[src/rtl/mux_scan_seq_if.sv]
//------------------------------------------------------------------------------
// Module  : mux_scan_seq_if
// Brief   : Control, status and mux-facing signals of the scan sequencer.
// Revision: 1.0 - initial release
//------------------------------------------------------------------------------
`default_nettype none

interface mux_scan_seq_if #(
    parameter int DWELL_W = 8
);
    logic               start;
    logic               stop;
    logic               cont;
    logic [7:0]         ch_mask;
    logic [DWELL_W-1:0] dwell;
    logic [3:0]         mux_data;
    logic [2:0]         addr;
    logic               sample;
    logic               busy;
    logic               done;
    logic [31:0]        frame;

    modport master (
        output start, stop, cont, ch_mask, dwell, mux_data,
        input  addr, sample, busy, done, frame
    );

    modport slave (
        input  start, stop, cont, ch_mask, dwell, mux_data,
        output addr, sample, busy, done, frame
    );
endinterface

`default_nettype wire

[src/rtl/mux_scan_seq.sv]
//------------------------------------------------------------------------------
// Module  : mux_scan_seq
// Brief   : Walks enabled channels of an 8:1 nibble mux with a programmable
//           dwell and publishes one 32-bit frame per completed scan.
// Revision: 1.0 - initial release
//------------------------------------------------------------------------------
`default_nettype none

module mux_scan_seq #(
    parameter int DWELL_W = 8
) (
    input  wire logic       clk,
    input  wire logic       rst,
    mux_scan_seq_if.slave   bus
);

    localparam logic [0:0]         S_IDLE  = 1'b0;
    localparam logic [0:0]         S_SCAN  = 1'b1;
    localparam logic [DWELL_W-1:0] c_one   = {{(DWELL_W-1){1'b0}}, 1'b1};

    logic [0:0]         r_state,  w_state_nxt;
    logic [2:0]         r_addr,   w_addr_nxt;
    logic [DWELL_W-1:0] r_cnt,    w_cnt_nxt;
    logic [DWELL_W-1:0] r_dwell,  w_dwell_nxt;
    logic [7:0]         r_mask,   w_mask_nxt;
    logic               r_cont,   w_cont_nxt;
    logic [31:0]        r_buf,    w_buf_nxt;
    logic [31:0]        r_frame,  w_frame_nxt;
    logic               r_done,   w_done_nxt;

    logic               w_sample;
    logic [31:0]        w_buf_cap;
    logic [3:0]         w_next;

    // Index of the lowest set bit; callers guarantee a non-zero mask.
    function automatic logic [2:0] f_lowest(input logic [7:0] m);
        f_lowest = 3'd0;
        for (int k = 7; k >= 0; k--) begin
            if (m[k]) f_lowest = 3'(k);
        end
    endfunction

    // {found, index} of the lowest set bit strictly above position a.
    function automatic logic [3:0] f_next_above(input logic [7:0] m, input logic [2:0] a);
        f_next_above = 4'd0;
        for (int k = 7; k >= 0; k--) begin
            if (m[k] && (k > int'(a))) f_next_above = {1'b1, 3'(k)};
        end
    endfunction

    assign w_sample = (r_state == S_SCAN) && (r_cnt == r_dwell);
    assign w_next   = f_next_above(r_mask, r_addr);

    always_comb begin
        w_buf_cap = r_buf;
        w_buf_cap[{r_addr, 2'b00} +: 4] = bus.mux_data;
    end

    always_ff @(posedge clk) begin
        if (rst) begin
            r_state <= S_IDLE;
            r_addr  <= 3'd0;
            r_cnt   <= '0;
            r_dwell <= '0;
            r_mask  <= 8'd0;
            r_cont  <= 1'b0;
            r_buf   <= 32'd0;
            r_frame <= 32'd0;
            r_done  <= 1'b0;
        end else begin
            r_state <= w_state_nxt;
            r_addr  <= w_addr_nxt;
            r_cnt   <= w_cnt_nxt;
            r_dwell <= w_dwell_nxt;
            r_mask  <= w_mask_nxt;
            r_cont  <= w_cont_nxt;
            r_buf   <= w_buf_nxt;
            r_frame <= w_frame_nxt;
            r_done  <= w_done_nxt;
        end
    end

    always_comb begin
        w_state_nxt = r_state;
        w_addr_nxt  = r_addr;
        w_cnt_nxt   = r_cnt;
        w_dwell_nxt = r_dwell;
        w_mask_nxt  = r_mask;
        w_cont_nxt  = r_cont;
        w_buf_nxt   = r_buf;
        w_frame_nxt = r_frame;
        w_done_nxt  = 1'b0;

        case (r_state)
            S_IDLE: begin
                w_addr_nxt = 3'd0;
                w_cnt_nxt  = '0;
                if (bus.start && (bus.ch_mask != 8'd0)) begin
                    w_mask_nxt  = bus.ch_mask;
                    w_cont_nxt  = bus.cont;
                    w_dwell_nxt = bus.dwell;
                    w_buf_nxt   = 32'd0;
                    w_addr_nxt  = f_lowest(bus.ch_mask);
                    w_state_nxt = S_SCAN;
                end
            end

            S_SCAN: begin
                w_cnt_nxt = r_cnt + c_one;
                // Abort wins even over a frame-completing sample.
                if (bus.stop) begin
                    w_state_nxt = S_IDLE;
                    w_addr_nxt  = 3'd0;
                    w_cnt_nxt   = '0;
                    w_buf_nxt   = 32'd0;
                end else if (w_sample) begin
                    w_buf_nxt = w_buf_cap;
                    if (w_next[3]) begin
                        w_addr_nxt = w_next[2:0];
                        w_cnt_nxt  = '0;
                    end else begin
                        w_frame_nxt = w_buf_cap;
                        w_done_nxt  = 1'b1;
                        w_cnt_nxt   = '0;
                        if (r_cont) begin
                            w_addr_nxt = f_lowest(r_mask);
                            w_buf_nxt  = 32'd0;
                        end else begin
                            w_state_nxt = S_IDLE;
                            w_addr_nxt  = 3'd0;
                        end
                    end
                end
            end

            default: begin
                w_state_nxt = S_IDLE;
                w_addr_nxt  = 3'd0;
                w_cnt_nxt   = '0;
            end
        endcase
    end

    assign bus.addr   = r_addr;
    assign bus.sample = w_sample;
    assign bus.busy   = (r_state != S_IDLE);
    assign bus.done   = r_done;
    assign bus.frame  = r_frame;

endmodule

`default_nettype wire

[src/flat_wrapper.sv]
// flat-port wrapper written by rule: the top's interface ports become plain ports
module mux_scan_seq_flat 
#(
    parameter int DWELL_W = 8
)
  (clk, rst, bus_start, bus_stop, bus_cont, bus_ch_mask, bus_dwell, bus_mux_data, bus_addr, bus_sample, bus_busy, bus_done, bus_frame);
  mux_scan_seq_if #(.DWELL_W(DWELL_W)) bus_i ();
  input  wire logic clk;
  input  wire logic rst;
  input wire logic [$bits(bus_i.start)-1:0] bus_start;
  input wire logic [$bits(bus_i.stop)-1:0] bus_stop;
  input wire logic [$bits(bus_i.cont)-1:0] bus_cont;
  input wire logic [$bits(bus_i.ch_mask)-1:0] bus_ch_mask;
  input wire logic [$bits(bus_i.dwell)-1:0] bus_dwell;
  input wire logic [$bits(bus_i.mux_data)-1:0] bus_mux_data;
  output wire logic [$bits(bus_i.addr)-1:0] bus_addr;
  output wire logic [$bits(bus_i.sample)-1:0] bus_sample;
  output wire logic [$bits(bus_i.busy)-1:0] bus_busy;
  output wire logic [$bits(bus_i.done)-1:0] bus_done;
  output wire logic [$bits(bus_i.frame)-1:0] bus_frame;
  assign bus_i.start = bus_start;
  assign bus_i.stop = bus_stop;
  assign bus_i.cont = bus_cont;
  assign bus_i.ch_mask = bus_ch_mask;
  assign bus_i.dwell = bus_dwell;
  assign bus_i.mux_data = bus_mux_data;
  assign bus_addr = bus_i.addr;
  assign bus_sample = bus_i.sample;
  assign bus_busy = bus_i.busy;
  assign bus_done = bus_i.done;
  assign bus_frame = bus_i.frame;
  mux_scan_seq #(.DWELL_W(DWELL_W)) u_core (.clk(clk), .rst(rst), .bus(bus_i));
endmodule
[config.mk]
export PLATFORM = sky130hd
export DESIGN_NAME = mux_scan_seq_flat
export DESIGN_NICKNAME = d
export VERILOG_FILES = /design/src/rtl/mux_scan_seq_if.sv /design/src/rtl/mux_scan_seq.sv /design/src/flat_wrapper.sv
export SDC_FILE = /design/constraint.sdc
export NUM_CORES = 1
export LEC_CHECK = 0
export CAP_MARGIN = 20
export CORE_MARGIN = 5
export CORE_UTILIZATION = 49
export DETAILED_ROUTE_END_ITERATION = 16
export GPL_TIMING_DRIVEN = 1
export MAX_ROUTING_LAYER = met4
export PLACE_DENSITY = 0.75
export SLEW_MARGIN = 30
export SYNTH_ARGS = -nofsm -noshare
export SYNTH_HDL_FRONTEND = slang
export SYNTH_SLANG_ARGS = --single-unit
[constraint.sdc]
create_clock -name clk -period 2.2 [get_ports clk]
set_input_delay 0.33 -clock clk [delete_from_list [all_inputs] [get_ports clk]]
set_output_delay 0.33 -clock clk [all_outputs]
set_load 0.1 [all_outputs]
==> summary.md, run 1 <==
| Metric | Value |
|---|---|
| Maxcap violations | `0` |
| HPWL Detailed | `7.34 mm` |
| Clock transition at path regs | `0.10 ns` |
| Lkg Pwr | `2.29 nW` |
| Register area share after synthesis | `0.429` |
| Crit path kind | `reg2reg` |
| Flops & latches, synth | `between 90 and 100` |
| Number of H-tree levels | `3` |
| Total CTS buffers | `9` |
| I/O pins | `63` |
| Tightest Pin Transition | `between 0.4 and 0.5 ns` |
| Gpl congestion | `between 0.8 and 0.9` |
| First-pass GRT wire length | `around 18 mm` |
| Crit-path leading delay family | `simple AND/OR/NAND/NOR gates` |
| Full die area | `roughly 11,000 sq um` |
| Main synth FF type | `dfxtp_1` |
| Post-route setup TNS | `0 ns` |
| Crit-path slowest cell | `or4_4` |
| Largest net degree at the start of global routing | `66` |
| Status | `completed` |
| Rel. slew slack | `0.705` |
| Syn nets | `around 490` |
| Final setup vio count | `0` |
| Initial Util | `0.503` |
| Fill cells | `just under 700` |
| Routed WL | `10.9 mm` |
| CTS tree | `built` |
| CTS Root Cell | `clkbuf_8` |
| Req. time, crit path | `~2.5 ns` |
| Post-route DRC | `0` |
| Via/cell ratio | `between 5 and 6` |
| Fraction of layout cells with a size suffix above 1 | `0.299` |
| Slew Viols, Final | `0` |
| Post-synth EDFFs | `0` |
| Peak VDD IR | `591 uV` |
| Dpl ws | `-0.114 ns` |
| Leading cell type in the layout, fill and taps excluded | `dfxtp_1` |
| Minimum clock period | `2.15 ns` |
| Post-synthesis async set-or-reset flop share | `0` |
| Top cells by area, synth | `dfxtp_1 43%, mux2i_1 9.1%, nor2_1 6.9%, o2bb2ai_2 6.8%, a211oi_1 5.1%` |
| CP Capture Type | `flip-flop` |
| Cell Pwr Density | `roughly 650 nW/um^2` |
| Critical Path Start | `u_core.bus.addr[0]` |
| Core Region | `approximately 8700 sq um` |
| CP Buf/Inv Count | `2` |
| Worst setup margin | `0.0518 ns` |
| Final Skew | `between 0.008 and 0.009 ns` |
| Worst-Skew Late Latency | `between 0.3 and 0.4 ns` |
| Critical Path AT | `2.45 ns` |
| Total grt overflow | `0` |
| Fmax achieved | `466 MHz` |
| Synthesized area per cell | `~9.7 sq um` |
| HP Class | `in2reg` |
| CTS Buffer Depth | `2` |
| Number of warnings issued by yosys | `0` |
| ANT cells | `0` |
| NumNets Final | `578` |
| Period utilization | `0.976` |
| Post-Synthesis Cells | `approximately 450` |
| Synth area leader | `dfxtp_1` |
| Overall Global Routing Usage | `0.204` |
| Initial antenna violation count | `0` |
| Yosys top cell area share | `0.429` |
| Clock sink total | `between 90 and 100` |
| Hold_sp | `rst` |
| DIE WIDTH | `approximately 100 um` |
| Most frequent cells in the layout | `87 x dfxtp_1, 80 x nor2_1, 71 x buf_4` |
| P&R area growth vs syn | `31.8%` |
| Final Hold Vio Count | `0` |
| R2r startpoint | `u_core.bus.addr[0]` |
| Finished Cell Area | `around 5800 sq um` |
| Startpoint types | `flip-flop` |
| Area of the multi-input gates | `approximately 2500 sq um` |
| Worst-path fanout max | `12` |
| Placed Area | `5330 sq um` |
| WHS | `approximately 0.45 ns` |
| Starting DRT DRC Count | `168` |
| Rows | `34` |
| # hold bufs at CTS | `0` |
| Wire per inst | `~16 um` |
| CP peak stage delay | `approximately 0.47 ns` |
| Die height | `about 100 um` |
| Yosys cell types | `53` |
| Drt first pass iters | `5` |
| Vias in the first global route | `between 3k and 4k` |
| PortBufs | `between 60 and 70` |
| Sequential cell area | `between 1500 and 2000 sq um` |
| CP Cell Sequence | `inv_6 > ha_4 > nand2b_4 > o211ai_1 > nand4b_4 > nor2_1 > or4_4 > clkbuf_16 > o2bb2ai_2` |
| Vias | `3,637` |
| Post-DRT Antenna Nets | `0` |
| Mapped cell area | `roughly 4400 sq um` |
-- path summary, 6_finish.rpt --
path	cells past startpoint	slack, ns	to
max	9	0.05	u_core.r_buf[21]
min	3	0.45	u_core.r_mask[3]
max reg2reg	9	0.05	u_core.r_buf[21]
min reg2reg	1	0.47	u_core.r_buf[7]
-- cells in the mapped netlist (3+ instances only) --
cell and number:
nor2b_1 13, ha_1 7, a211oi_2 3, o21ai_0 5, and2_1 4, a211oi_1 30
o21ai_1 5, xnor2_1 3, nand2_1 9, dfxtp_1 94, o2bb2ai_1 4, xor2_1 11
buf_2 9, a32o_1 9, clkbuf_1 13, nor3_1 3, and3_1 8, mux2i_1 40
a21oi_1 17, a31oi_1 5, o2bb2ai_2 20, nand2b_1 4, nor4_2 3, nand3_1 7
nor2_1 81, inv_1 14
-- power breakdown --
group          switching (mW)  total [mW]  internal (mW)
sequential             0.0394        1.78           1.74
clock                   0.668        1.22          0.553
combinational           0.467       0.785          0.319
total                    1.17        3.79           2.61
-- cell type report --
type / instances / area share
multi-input combinational: 318 / 0.425
tap: 108 / 0.0234
inverter: 15 / 0.0106
clock buffer: 9 / 0.0214
clock inverter: 7 / 0.0160
sequential: 94 / 0.328
timing repair buffer: 108 / 0.175
-- through the flow --
step           utilization  total power [mW]  cells
3_5_place_dp         0.611              2.55    629
4_1_cts              0.655              3.78    656
2_1_floorplan            -              2.30    453
3_3_place_gp         0.611              2.53    629
6_report             0.663              3.79    659
5_1_grt              0.663              3.93    659
-- registers in the layout, summed over array words and instances (netlist names) --
signal,cells
u_core.bus.busy,1
u_core.r_mask,8
u_core.r_cnt,8
u_core.r_dwell,8
u_core.r_cont,1
u_core.r_buf,32
u_core.bus.done,1
u_core.bus.addr,3
u_core.bus.frame,32
-- cell families after synthesis --
| group | after synthesis | share of synthesized area |
|---|---|---|
| AO/OA/AOI/OAI | 111 | 0.221 |
| XOR/XNOR | 14 | 0.0280 |
| adder cells (fa/ha/maj) | 7 | 0.0200 |
| buffers and inverters | 41 | 0.0411 |
| flip-flops | 94 | 0.429 |
| multiplexers | 40 | 0.0913 |
| AND/OR/NAND/NOR | 146 | 0.169 |
-- tightest hold or removal path, cell delays in order --
cell	delay, ns
buf_2	0.13
buf_12	0.20
nor2_1	0.12
-- routing by layer --
metal / share of wire / up-vias / routed length [um] / track usage
met3: 0.051 / 16 / 550 / 0.0438
met2: 0.50 / 89 / 5390 / 0.343
met4: 0.012 / 0 / 126 / 0.0475
met5: 0 / - / 0 / -
li1: - / 1829 / - / -
met1: 0.44 / 1703 / 4800 / 0.252
-- what timing repair did --
item	in CTS	in global routing
hold endpoints to repair	0	0
setup endpoints to repair	30	65
pin swaps	20	7
resized for setup	9	17
setup buffers	8	3
gates cloned	3	1
Note: power is estimated with default switching activity, not from simulation.
==> inputs of run 2 (changes only) <==
--- a/config.mk
+++ b/config.mk
@@ -6,7 +6,7 @@
 export NUM_CORES = 1
 export LEC_CHECK = 0
 export CAP_MARGIN = 20
-export CORE_MARGIN = 5
+export CORE_MARGIN = 2
 export CORE_UTILIZATION = 49
 export DETAILED_ROUTE_END_ITERATION = 16
 export GPL_TIMING_DRIVEN = 1
==> constraint.sdc (replaced) <==
create_clock -name clk -period 2.2 [get_ports clk]
set_input_delay 0.33 -clock clk [delete_from_list [all_inputs] [get_ports clk]]
set_output_delay 0.33 -clock clk [all_outputs]
set_load 0.01 [all_outputs]
==> run 2 against run 1 <==
Against the previous run: worst hold slack got worse by 0.12 ns; largest power group unchanged; largest cell class unchanged; flip-flop and latch count is the same; sequential power about the same; final area is 2.0% higher; sequential share of layout area decreased by 0.76 points.
==> summary.md, run 2 (synthesis results as in run 1) <==
| Metric | Value |
|---|---|
| Fmax achieved | `467 MHz (+0.30%)` |
| Dpl cells | `634 (+0.79%)` |
| Overall Global Routing Usage | `0.215 (+0.0112)` |
| Clock transition at path regs | `0.10 ns (about the same)` |
| Fill cells | `700 (+3.2%)` |
| Slew Viols, Final | `0 (unchanged)` |
| DIE WIDTH | `98.6 um (-5.7%)` |
| Routed WL | `10.7 mm (-1.8%)` |
| Die height | `98.6 um (-5.7%)` |
| Crit-path slowest cell | `dfxtp_4` |
| Sw Ratio | `0.291 (-0.0189)` |
| Starting DRT DRC Count | `99 (-41%)` |
| Tightest Pin Transition | `0.462 ns (+0.0259 ns)` |
| First-pass GRT wire length | `16.8 mm (-7.1%)` |
| CP peak stage delay | `0.38 ns (-0.09 ns)` |
| Number of H-tree levels | `3 (unchanged)` |
| PortBufs | `62 (unchanged)` |
| Initial Util | `0.505 (+0.00246)` |
| CP Capture Type | `flip-flop` |
| Top Metal Used | `met4` |
| Final setup vio count | `0 (unchanged)` |
| Vias | `3,697 (+1.6%)` |
| WL met2 | `5.33 mm (-1.1%)` |
| Status | `completed` |
| Worst-path fanout max | `6 (-6)` |
| Peak VDD IR | `340 uV (-42%)` |
| WHS | `0.326 ns (-0.120 ns)` |
| Crit path kind | `reg2reg` |
| Wl on met1 | `4.82 mm (+0.40%)` |
| P&R area growth vs syn | `34.5%` |
| Final Hold Vio Count | `0 (unchanged)` |
| Largest net degree at the start of global routing | `30 (-55%)` |
| Cell Pwr Density | `597 nW/um^2 (-8.8%)` |
| Non-filler cells in the finished layout | `664 (+0.76%)` |
| Fraction of layout cells with a size suffix above 1 | `0.232 (-0.0674)` |
| Combinational Power Share | `0.187 (-0.020)` |
| Minimum clock period | `2.14 ns (-0.00638 ns)` |
| Routed wl met3 | `445 um (-19%)` |
| CP Cell Sequence | `inv_6 > ha_4 > ha_4 > nor2b_4 > o21ai_4 > nand4b_4 > buf_6 > nor3_4 > buf_6 > clkbuf_16 > nor2_1 > a211oi_1` |
| Most frequent cells in the layout | `90 x dfxtp_1, 81 x nor2_1, 60 x clkdlybuf4s50_1` |
| Drt first pass iters | `4 (-1)` |
| CTS Buffer Depth | `2 (unchanged)` |
| Startpoint types | `flip-flop` |
| Final Skew | `0.00745 ns (-0.00137 ns)` |
| Worst-Skew Late Latency | `0.36 ns (about the same)` |
| HP Class | `in2reg` |
| Rel. slew slack | `0.689 (-0.0164)` |
| Post-route setup TNS | `0 ns (unchanged)` |
| Clk pwr share | `0.307 (-0.016)` |
| Rows | `34 (unchanged)` |
| ANT cells | `0 (unchanged)` |
| Post-route DRC | `0 (unchanged)` |
| Wire per inst | `16.1 um (-2.5%)` |
| Lkg Pwr | `2.22 nW (-3.1%)` |
| Req. time, crit path | `2.48 ns (-0.02 ns)` |
| Via/cell ratio | `5.57 (+0.88%)` |
| Clock sink total | `94 (unchanged)` |
| Full die area | `9720 sq um (-11%)` |
| Maxcap violations | `0 (unchanged)` |
| CTS tree | `built` |
| Internal | `2.50 mW (-4.4%)` |
| Total grt overflow | `0 (unchanged)` |
| Net Sw Power | `1.03 mW (-13%)` |
| Period utilization | `0.974 (-0.00290)` |
| HPWL Detailed | `7.18 mm (-2.2%)` |
| Post-DRT Antenna Nets | `0 (unchanged)` |
| Critical Path AT | `2.43 ns (-0.02 ns)` |
| NumNets Final | `583 (+0.87%)` |
| Vias in the first global route | `3,601 (-1.7%)` |
| Sequential share of power | `0.505 (+0.035)` |
| Initial antenna violation count | `0 (unchanged)` |
| CTS Root Cell | `clkbuf_8` |
| Core Region | `8680 sq um (-0.49%)` |
| Leading cell type in the layout, fill and taps excluded | `dfxtp_1` |
| Total CTS buffers | `9 (unchanged)` |
| Gpl congestion | `0.832 (-6.7%)` |
| I/O pins | `63 (unchanged)` |
run 2: metrics by stage:
step / cell area (sq um) / power (mW) / setup slack (ns) / utilization
final: 5900 / 3.52 / 0.0582 / 0.679
after global routing: 5900 / 3.68 / -0.0391 / 0.679
after detailed placement: 5410 / 2.42 / -0.0279 / 0.624
after floorplan: 4470 / 2.16 / 0.0113 / -
after CTS: 5640 / 3.50 / 0.00378 / 0.650
after global placement: 5410 / 2.41 / 0.0254 / 0.624
run 2: worst max-delay path, delay by kind of cell, from the launching register on:
family / cells / cell delay (ns)
buf+inv: 4 / 0.58
flops: 1 / 0.38
simple gates: 4 / 0.45
fa+ha+maj: 2 / 0.28
compound gates: 2 / 0.37
run 2: area by class of cell:
| class | instances | area, sq um | area share |
|---|---|---|---|
| Multi-Input combinational cell | 318 | 2470 | 0.419 |
| Timing Repair Buffer | 113 | 1150 | 0.195 |
| Clock buffer | 10 | 128 | 0.0216 |
| Inverter | 15 | 63.8 | 0.0108 |
| Clock inverter | 6 | 52.6 | 0.00891 |
| Sequential cell | 94 | 1890 | 0.321 |
| Tap cell | 108 | 135 | 0.0229 |
run 2: final timing paths:
path	startpoint	to	slack, ns	depth (start not counted)
worst min register to register	u_core.r_buf[31]	u_core.r_buf[31]	0.47	1
worst min-delay path	rst	u_core.r_mask[7]	0.33	2
worst max-delay path	u_core.bus.addr[0]	u_core.bus.frame[21]	0.06	12
worst max register to register	u_core.bus.addr[0]	u_core.bus.frame[21]	0.06	12
run 2: what timing repair did:
| action | in CTS | in global routing |
|---|---|---|
| gates cloned | 1 | 5 |
| setup endpoints to repair | 8 | 61 |
| pin swaps | 0 | 18 |
| hold buffers | 0 | 0 |
| setup buffers | 2 | 6 |
| resized for setup | 2 | 24 |
run 2: metal layers:
metal  up-vias  global-route usage
met5         -                   -
met4         0              0.0590
met3        10              0.0454
met2        81               0.361
met1      1771               0.263
li1       1835                   -
run 2: power groups by stage:
stage	Clock (mW)	Combinational [mW]	Sequential, mW
6_report	1.08	0.660	1.78
5_1_grt	1.18	0.713	1.79
4_1_cts	1.11	0.613	1.78
3_5_place_dp	0	0.602	1.82
3_3_place_gp	0	0.589	1.82
2_1_floorplan	0	0.347	1.82
==> inputs of run 3 (changes only) <==
--- a/config.mk
+++ b/config.mk
@@ -6,6 +6,7 @@
 export NUM_CORES = 1
 export LEC_CHECK = 0
 export CAP_MARGIN = 20
+export CORE_ASPECT_RATIO = 1.1
 export CORE_MARGIN = 2
 export CORE_UTILIZATION = 49
 export DETAILED_ROUTE_END_ITERATION = 16
==> constraint.sdc (replaced) <==
create_clock -name clk -period 1.95 [get_ports clk]
set_input_delay 0.2925 -clock clk [delete_from_list [all_inputs] [get_ports clk]]
set_output_delay 0.2925 -clock clk [all_outputs]
set_load 0.01 [all_outputs]
==> run 3 against run 2 <==
Against the previous run: the flow now finishes with violations (setup timing); final area increased by 5.4%; die area about the same; power increased by 17%; sequential share of layout area decreased by 1.6 points; fmax rose by 3.6%; critical endpoint is now u_core.bus.frame[6]; largest power group unchanged.
==> summary.md, run 3 (synthesis results as in run 1) <==
| Metric | Value |
|---|---|
| Status | `finished with violations` |
| Failing checks | `setup timing` |
| Crit path kind | `reg2reg` |
| Drt first pass iters | `4 (unchanged)` |
| Overall Global Routing Usage | `0.242 (+0.0267)` |
| CTS tree | `built` |
| Final Skew | `0.00922 ns (+0.00178 ns)` |
| First-pass GRT wire length | `17.8 mm (+6.0%)` |
| Wire per inst | `16.2 um (+0.99%)` |
| Cell Pwr Density | `664 nW/um^2 (+11%)` |
| Most frequent cells in the layout | `88 x dfxtp_1, 77 x nor2_1, 60 x clkdlybuf4s50_1` |
| Rel. slew slack | `0.677 (-0.0118)` |
| Core Region | `8780 sq um (+1.2%)` |
| Worst setup margin | `-0.117 ns (-0.175 ns)` |
| Period utilization | `1.06 (+0.0864)` |
| Internal | `2.96 mW (+19%)` |
| CP Cell Sequence | `inv_6 > ha_4 > ha_4 > nor2b_4 > o21ai_4 > nand4b_4 > buf_6 > nor3_4 > buf_6 > buf_8 > nor2_1 > a211oi_2` |
| Rows | `36 (+5.9%)` |
| Reg2Reg Depth | `12 (unchanged)` |
| Area of the multi-input gates | `2660 sq um (+7.4%)` |
| Largest net degree at the start of global routing | `32 (+6.7%)` |
| ANT cells | `0 (unchanged)` |
| Tightest Pin Transition | `0.478 ns (+0.0158 ns)` |
| NumNets Final | `600 (+2.9%)` |
| Sequential cell area | `1900 sq um (+0.26%)` |
| Clock transition at path regs | `0.09 ns (about the same)` |
| Worst-Skew Late Latency | `0.37 ns (about the same)` |
| Fraction of layout cells with a size suffix above 1 | `0.318 (+0.0856)` |
| Via/cell ratio | `5.55 (-0.26%)` |
| DIE WIDTH | `94.2 um (-4.5%)` |
| Post-route setup TNS | `-3.91 ns (-3.91 ns)` |
| Critical Path AT | `2.36 ns (-0.07 ns)` |
| Routed WL | `11.2 mm (+4.5%)` |
| Number of H-tree levels | `3 (unchanged)` |
| Critical Path End | `u_core.bus.frame[6]` |
| Lkg Pwr | `2.35 nW (+5.9%)` |
| Vias | `3,815 (+3.2%)` |
| Peak VDD IR | `376 uV (+11%)` |
| R2r startpoint | `u_core.bus.addr[0]` |
| CP Buf/Inv Count | `4 (unchanged)` |
| Startpoint types | `flip-flop` |
| WP depth | `12 (unchanged)` |
| Crit-path leading delay family | `buffers and inverters` |
| Crit-path slowest cell | `dfxtp_4` |
| I/O pins | `63 (unchanged)` |
| Finished Cell Area | `6210 sq um (+5.4%)` |
| Final Hold Vio Count | `0 (unchanged)` |
| Req. time, crit path | `2.24 ns (-0.24 ns)` |
| # hold bufs at CTS | `0 (unchanged)` |
| RSZ-0062 raised after global routing | `true` |
| Total CTS buffers | `9 (unchanged)` |
| CP peak stage delay | `0.38 ns (about the same)` |
| Critical Path Start | `u_core.bus.addr[0]` |
| Sw Ratio | `0.283 (-0.00885)` |
| Sequential share of power | `0.486 (-0.019)` |
| Initial antenna violation count | `0 (unchanged)` |
| Vias in the first global route | `3,821 (+6.1%)` |
| Final setup vio count | `59 (+59)` |
| Gpl congestion | `0.795 (-4.5%)` |
| Fmax achieved | `484 MHz (+3.6%)` |
| CP Capture Type | `flip-flop` |
| Starting DRT DRC Count | `139 (+40%)` |
| Clock sink total | `94 (unchanged)` |
| CTS Buffer Depth | `2 (unchanged)` |
| Die height | `103 um (+4.7%)` |
| Worst R2R End | `u_core.bus.frame[6]` |
| PortBufs | `62 (unchanged)` |
| Minimum clock period | `2.07 ns (-0.0750 ns)` |
| Maxcap violations | `0 (unchanged)` |
| CTS Root Cell | `clkbuf_8` |
| Placed Area | `5660 sq um (+4.6%)` |
| Initial Util | `0.499 (-0.00605)` |
| Slew Viols, Final | `0 (unchanged)` |
| Clk pwr share | `0.309 (+0.002)` |
| Net Sw Power | `1.17 mW (+14%)` |
| R2R Setup Slk | `-0.12 ns (-0.18 ns)` |
| Fill cells | `625 (-11%)` |
| Combinational Power Share | `0.204 (+0.017)` |
| P&R area growth vs syn | `41.8%` |
| HPWL Detailed | `7.49 mm (+4.3%)` |
| HP Class | `in2reg` |
| Total grt overflow | `0 (unchanged)` |
| Worst-path fanout max | `11 (+5)` |
| Leading cell type in the layout, fill and taps excluded | `dfxtp_1` |
| Full die area | `9720 sq um (about the same)` |
| Post-route DRC | `0 (unchanged)` |
| Post-DRT Antenna Nets | `0 (unchanged)` |
-- run 3: cell types whose count changed in the layout (fill, tap and decap cells not counted), sizes merged --
cell | before | now
clkbuf | 14 | 13
clkinvlp | 2 | 0
buf | 48 | 69
clkinv | 1 | 3
dlygate4sd2 | 1 | 0
inv | 18 | 16
-- run 3: power groups by stage --
| stage | clock, mW | sequential (mW) | combinational [mW] |
|---|---|---|---|
| after floorplan | 0 | 2.05 | 0.418 |
| after global placement | 0 | 2.05 | 0.730 |
| after detailed placement | 0 | 2.05 | 0.745 |
| after CTS | 1.29 | 2.01 | 0.783 |
| after global routing | 1.36 | 2.01 | 0.911 |
| final | 1.28 | 2.01 | 0.843 |
-- run 3: per-stage QoR --
stage	instances	power [mW]	setup slack (ns)	hold WS (ns)	util
3_5_place_dp	660	2.80	-0.331	0.456	0.644
4_1_cts	682	4.08	-0.117	0.158	0.686
2_1_floorplan	453	2.47	-0.239	0.431	-
3_3_place_gp	660	2.78	-0.249	0.444	0.644
6_report	687	4.13	-0.117	0.198	0.708
5_1_grt	687	4.29	-0.216	0.189	0.708
-- run 3: layout make-up --
cell class	count	share of cell area
Timing Repair Buffer	130	0.203
Tap cell	114	0.0230
Multi-Input combinational cell	318	0.428
Clock buffer	12	0.0266
Inverter	15	0.0103
Clock inverter	4	0.00463
Sequential cell	94	0.305
-- run 3: timing repair --
| item | CTS | global route |
|---|---|---|
| buffers inserted | 3 | 5 |
| cloned | 3 | 1 |
| resized for setup | 31 | 34 |
| endpoints found under the setup margin | 65 | 66 |
| hold endpoints to repair | 0 | 0 |
| pin swaps | 3 | 4 |
-- run 3: worst min path at each step --
| stage | startpoint | end | slack [ns] | depth (start not counted) |
|---|---|---|---|---|
| after global placement | u_core.r_buf[6] | u_core.r_buf[6] | 0.44 | 1 |
| after CTS | rst | u_core.bus.addr[0] | 0.16 | 2 |
| after floorplan | bus_ch_mask[0] | u_core.r_mask[0] | 0.43 | 2 |
| final | rst | u_core.bus.addr[0] | 0.20 | 2 |
| after detailed placement | u_core.r_buf[28] | u_core.r_buf[28] | 0.46 | 1 |
| after global routing | rst | u_core.bus.addr[0] | 0.19 | 2 |
-- run 3: routing by layer --
| layer | GRT usage | share of wire |
|---|---|---|
| met5 | - | 0 |
| met4 | 0.0970 | 0.017 |
| met2 | 0.414 | 0.51 |
| met1 | 0.273 | 0.43 |
| met3 | 0.0587 | 0.041 |
